## src/rtl/rst_gen.sv

```systemverilog
// Reset conditioner: turns power-on reset and a bouncing pushbutton into clean,
// fixed-width active-high sys_rst pulses for the clock divider and CPU core.
module rst_gen #(
    parameter int unsigned DEB_CYC  = 16,
    parameter int unsigned HOLD_CYC = 8,
    parameter int unsigned CW       = 20
) (
    input  logic       clk,
    input  logic       rst,
    input  logic       btn,
    output logic       sys_rst,
    output logic       busy,
    output logic [7:0] rst_cnt
);

    typedef enum logic [2:0] {
        S_POR,
        S_RUN,
        S_DEB,
        S_ASSERT,
        S_REL
    } state_e;

    localparam logic [CW-1:0] DEB_LAST  = CW'(DEB_CYC - 1);
    localparam logic [CW-1:0] HOLD_LAST = CW'(HOLD_CYC - 1);

    logic          sync1_q;
    logic          btn_s_q;
    state_e        state_q, state_d;
    logic [CW-1:0] cnt_q, cnt_d;
    logic          sys_rst_q, sys_rst_d;
    logic          busy_q, busy_d;
    logic [7:0]    rst_cnt_q, rst_cnt_d;

    // btn is asynchronous to clk; only btn_s_q may be read by the FSM.
    always_ff @(posedge clk or negedge rst) begin
        if (!rst) begin
            sync1_q <= 1'b0;
            btn_s_q <= 1'b0;
        end else begin
            sync1_q <= btn;
            btn_s_q <= sync1_q;
        end
    end

    // NOTE: every variable written here gets a default first so no latch is inferred.
    always_comb begin
        state_d   = state_q;
        cnt_d     = cnt_q + CW'(1);
        rst_cnt_d = rst_cnt_q;

        case (state_q)
            S_POR: begin
                if (cnt_q == HOLD_LAST) state_d = S_RUN;
            end
            S_RUN: begin
                cnt_d = '0;
                if (btn_s_q) state_d = S_DEB;
            end
            S_DEB: begin
                if (!btn_s_q) begin
                    state_d = S_RUN;
                end else if (cnt_q == DEB_LAST) begin
                    state_d = S_ASSERT;
                    if (rst_cnt_q != 8'hFF) rst_cnt_d = rst_cnt_q + 8'd1;
                end
            end
            S_ASSERT: begin
                if (cnt_q == HOLD_LAST) state_d = S_REL;
            end
            S_REL: begin
                if (btn_s_q) begin
                    cnt_d = '0;
                end else if (cnt_q == DEB_LAST) begin
                    state_d = S_RUN;
                end
            end
            default: state_d = S_POR;
        endcase

        if (state_d != state_q) cnt_d = '0;

        // Outputs are registered from the next state so they change with it.
        sys_rst_d = (state_d == S_POR) || (state_d == S_ASSERT);
        busy_d    = (state_d != S_RUN);
    end

    // NOTE: sequential state uses non-blocking assignments only.
    always_ff @(posedge clk or negedge rst) begin
        if (!rst) begin
            state_q   <= S_POR;
            cnt_q     <= '0;
            sys_rst_q <= 1'b1;
            busy_q    <= 1'b1;
            rst_cnt_q <= 8'd0;
        end else begin
            state_q   <= state_d;
            cnt_q     <= cnt_d;
            sys_rst_q <= sys_rst_d;
            busy_q    <= busy_d;
            rst_cnt_q <= rst_cnt_d;
        end
    end

    assign sys_rst = sys_rst_q;
    assign busy    = busy_q;
    assign rst_cnt = rst_cnt_q;

endmodule

```

## config.mk

```make
export PLATFORM = sky130hd
export DESIGN_NAME = rst_gen
export DESIGN_NICKNAME = d
export VERILOG_FILES = /design/src/rtl/rst_gen.sv
export SDC_FILE = /design/constraint.sdc
export NUM_CORES = 1
export LEC_CHECK = 0
export ABC_AREA = 0
export CORE_ASPECT_RATIO = 1.25
export CORE_MARGIN = 4
export CORE_UTILIZATION = 57
export DETAILED_ROUTE_END_ITERATION = 10
export PLACE_DENSITY = 0.85
export SLEW_MARGIN = 40
export SYNTH_ARGS = -nofsm -noshare
export SYNTH_HDL_FRONTEND = slang
export SYNTH_SLANG_ARGS = --single-unit
```

## constraint.sdc

```tcl
create_clock -name clk -period 2.7 [get_ports clk]
set_clock_uncertainty 0.15 [all_clocks]
set_input_delay 0.54 -clock clk [delete_from_list [all_inputs] [get_ports clk]]
set_output_delay 0.54 -clock clk [all_outputs]
set_load 0.02 [all_outputs]
```

==> metrics.txt <==
status finished, final reports clean; Die X 57.8 um; Slew headroom 0.583; worst hold path depth 0; htree depth 2; # Max-Cap Violations 0; combinational cell fraction of total power 0.264; reg2reg path depth 6; Power Internal 845 uW; CTS Buffer Depth 2; worst slack, placed 505 ps; CORE AREA 2950 um2; fin crit period 2200 ps; initial antenna violation count 0; Fill cells 223; Nets 194; R2R setup slack 500 ps; # clock sinks 35; final worst path period share 0.814; Die Span Y 70.3 um; antenna cells 0; Design Area, Final 1990 um2; vias in the first global route 1430; hold_sp sync1_q; router iterations before antenna repair 4; Hold Crit Endpoint btn_s_q; asr flop ratio synth 1.00; syn nets 177; final setup vio count 0; share of post-route cells with drive strength above 1 0.127; CTS Hold Bufs 0; synth-to-layout area growth 12.4%; Avg Inst Size Synth 10.3 um2; first-pass GRT wire length 6110 um; Yosys reg bits 35; worst path required time 2780 ps; DP HPWL 2450 um; critical path fanouts, max 20; Main synth FF type dfrtp_1; Worst path max stage delay 430 ps; crit path cell chain nor4_2, nand4_4, nor3_1, o211a_1, buf_4, nor2_1; delay-heaviest family, CP simple AND/OR/NAND/NOR gates; CTS Buf Count 5; total grt overflow 0; Hold Vio Cnt, Final 0; RSZ-0062 raised after global routing false; Peak VDD IR 0.395 mV; Reg2Reg Capture Point cnt_q[10]; slowest cell on the critical path dfrtp_1; post-route ant nets 0; number of setup buffers added after CTS 0; Syn Inst Count 172; TritonCTS clock tree yes; setup tns final 0 ps; NetSw 433 uW; Residual DRC 0; Final Power 1.28 mW; CP Data Arrival Time 2270 ps; via count 1338; Clock transition at path regs 110 ps; Slew @ Worst Pin 621 ps; drt initial violations 69; Critical Path Start Type flip-flop; largest net degree at the start of global routing 36; Total Wirelength 3380 um; Register Area 878 um2; CP Class reg2reg; GP Congestion 0.959; CP Capture Type flip-flop; final worst slack 501 ps; Routed WL per cell 15.0 um; Ports 13; gr usage total 0.191; register area share after synthesis 0.497; CTS resizes 0; number of distinct library cells after synthesis 37; port bufs 12; crit path buf inv count 1; root buffer cell clkbuf_4; Multi-input gate area 850 um2; starting density of the core 0.600; Worst Hold Class reg2reg; Leak 0.849 nW; routed vias/inst 5.95; synth warn 0; Fmax 455 MHz; EDFF count, synth 0; synthesized cell area 1770 um2; placed inst area 1930 um2; number of core rows 22; sequential power share 0.513; RR Startpoint cnt_q[15]; PwrDens 643 nW/um2; die footprint 4060 um2; final slew viol count 0; clk_lat worst skew 340 ps; Final Util 0.675; switch share 0.339; Clk network pwr share 0.223
-- through the flow --
step	std cells	hold WS (ps)
after floorplan	172	94.4
after global placement	218	185
after detailed placement	218	186
after CTS	225	211
after global routing	225	233
final	225	210
-- worst max path at each step --
stage,startpoint,to,cells after the start
floorplan,cnt_q[6],state_q[0],5
global placement,cnt_q[15],cnt_q[12],6
detailed placement,cnt_q[5],cnt_q[11],6
CTS,cnt_q[5],cnt_q[11],6
global route,cnt_q[15],cnt_q[13],6
finish,cnt_q[15],cnt_q[10],6
-- sequential cells by signal, summed over array words and instances, names as in the netlist --
signal	count
sys_rst	1
rst_cnt	8
state_q	3
sync1_q	1
busy	1
cnt_q	20
btn_s_q	1
-- routing by layer --
layer / wire length, um / track usage / part of all wire / up-vias
met1: 1320 / 0.206 / 0.39 / 642
li1: - / - / - / 636
met2: 1780 / 0.325 / 0.53 / 48
met5: 0 / 0 / 0 / -
met4: 92 / 0.106 / 0.027 / 0
met3: 183 / 0.0536 / 0.054 / 12
-- area by class of cell --
cell class                      count  area share
Inverter                            4     0.00756
Timing Repair Buffer               15      0.0718
Sequential cell                    35       0.442
Tap cell                           36      0.0227
Multi-Input combinational cell    128       0.428
Clock inverter                      1     0.00252
Clock buffer                        6      0.0258
-- power by group through the flow --
stage / Clock, mW / Combinational (mW) / Sequential (mW)
after floorplan: 0 / 0.263 / 0.646
final: 0.285 / 0.337 / 0.656
after detailed placement: 0 / 0.334 / 0.666
after CTS: 0.295 / 0.336 / 0.656
after global routing: 0.322 / 0.377 / 0.668
after global placement: 0 / 0.322 / 0.663
-- synth_stat cells (all sizes together), types with 2 or more instances --
cell type  instances  area (um2)
nand3             12        60.1
o21ai              4        20.0
nor2              26        97.6
clkbuf             2        7.51
dfstp              2        52.6
xnor2             11        96.3
nand2b             3        18.8
dfrtp             33         826
nand4              6        52.6
nor4               6        68.8
xor2              14         123
o211a              2        20.0
inv                4        15.0
nor3               8        45.0
nand2             13        48.8
o2111ai            2        17.5
buf                3        17.5
and3               3        20.0
nor2b              2        12.5
ha                 2        25.0
and4               3        26.3
-- worst register-to-register path: stages (launching register included) --
cell	delay (ps)
dfrtp_1	430
nor4_2	420
nand4_4	230
nor3_1	360
o211a_1	200
buf_4	220
nor2_1	80
-- placed cells by master, fill, tap and decap left out, types with 3 or more instances in the layout --
cell / instances
nand3_1: 12
clkbuf_4: 5
dfrtp_1: 33
xor2_1: 14
and4_1: 3
inv_1: 4
nand2_1: 13
nand2b_1: 3
nor3_1: 7
xnor2_1: 11
clkdlybuf4s50_1: 12
o21ai_0: 4
nand4_1: 5
nor2_1: 26
nor4_2: 5
buf_4: 3
-- cells by family (layout without fill, tap and decap cells) --
logic type / Yosys count / in the layout / share of synthesized area
muxes: 1 / 1 / 0.00637
DFF: 35 / 35 / 0.497
and+or+nand+nor: 85 / 85 / 0.268
AOI/OAI and AO/OA: 15 / 15 / 0.0679
adders and majority gates: 2 / 2 / 0.0142
buffers and inverters: 9 / 26 / 0.0226
xor gates and xnor gates: 25 / 25 / 0.124
(Power assumes the default switching activity.)
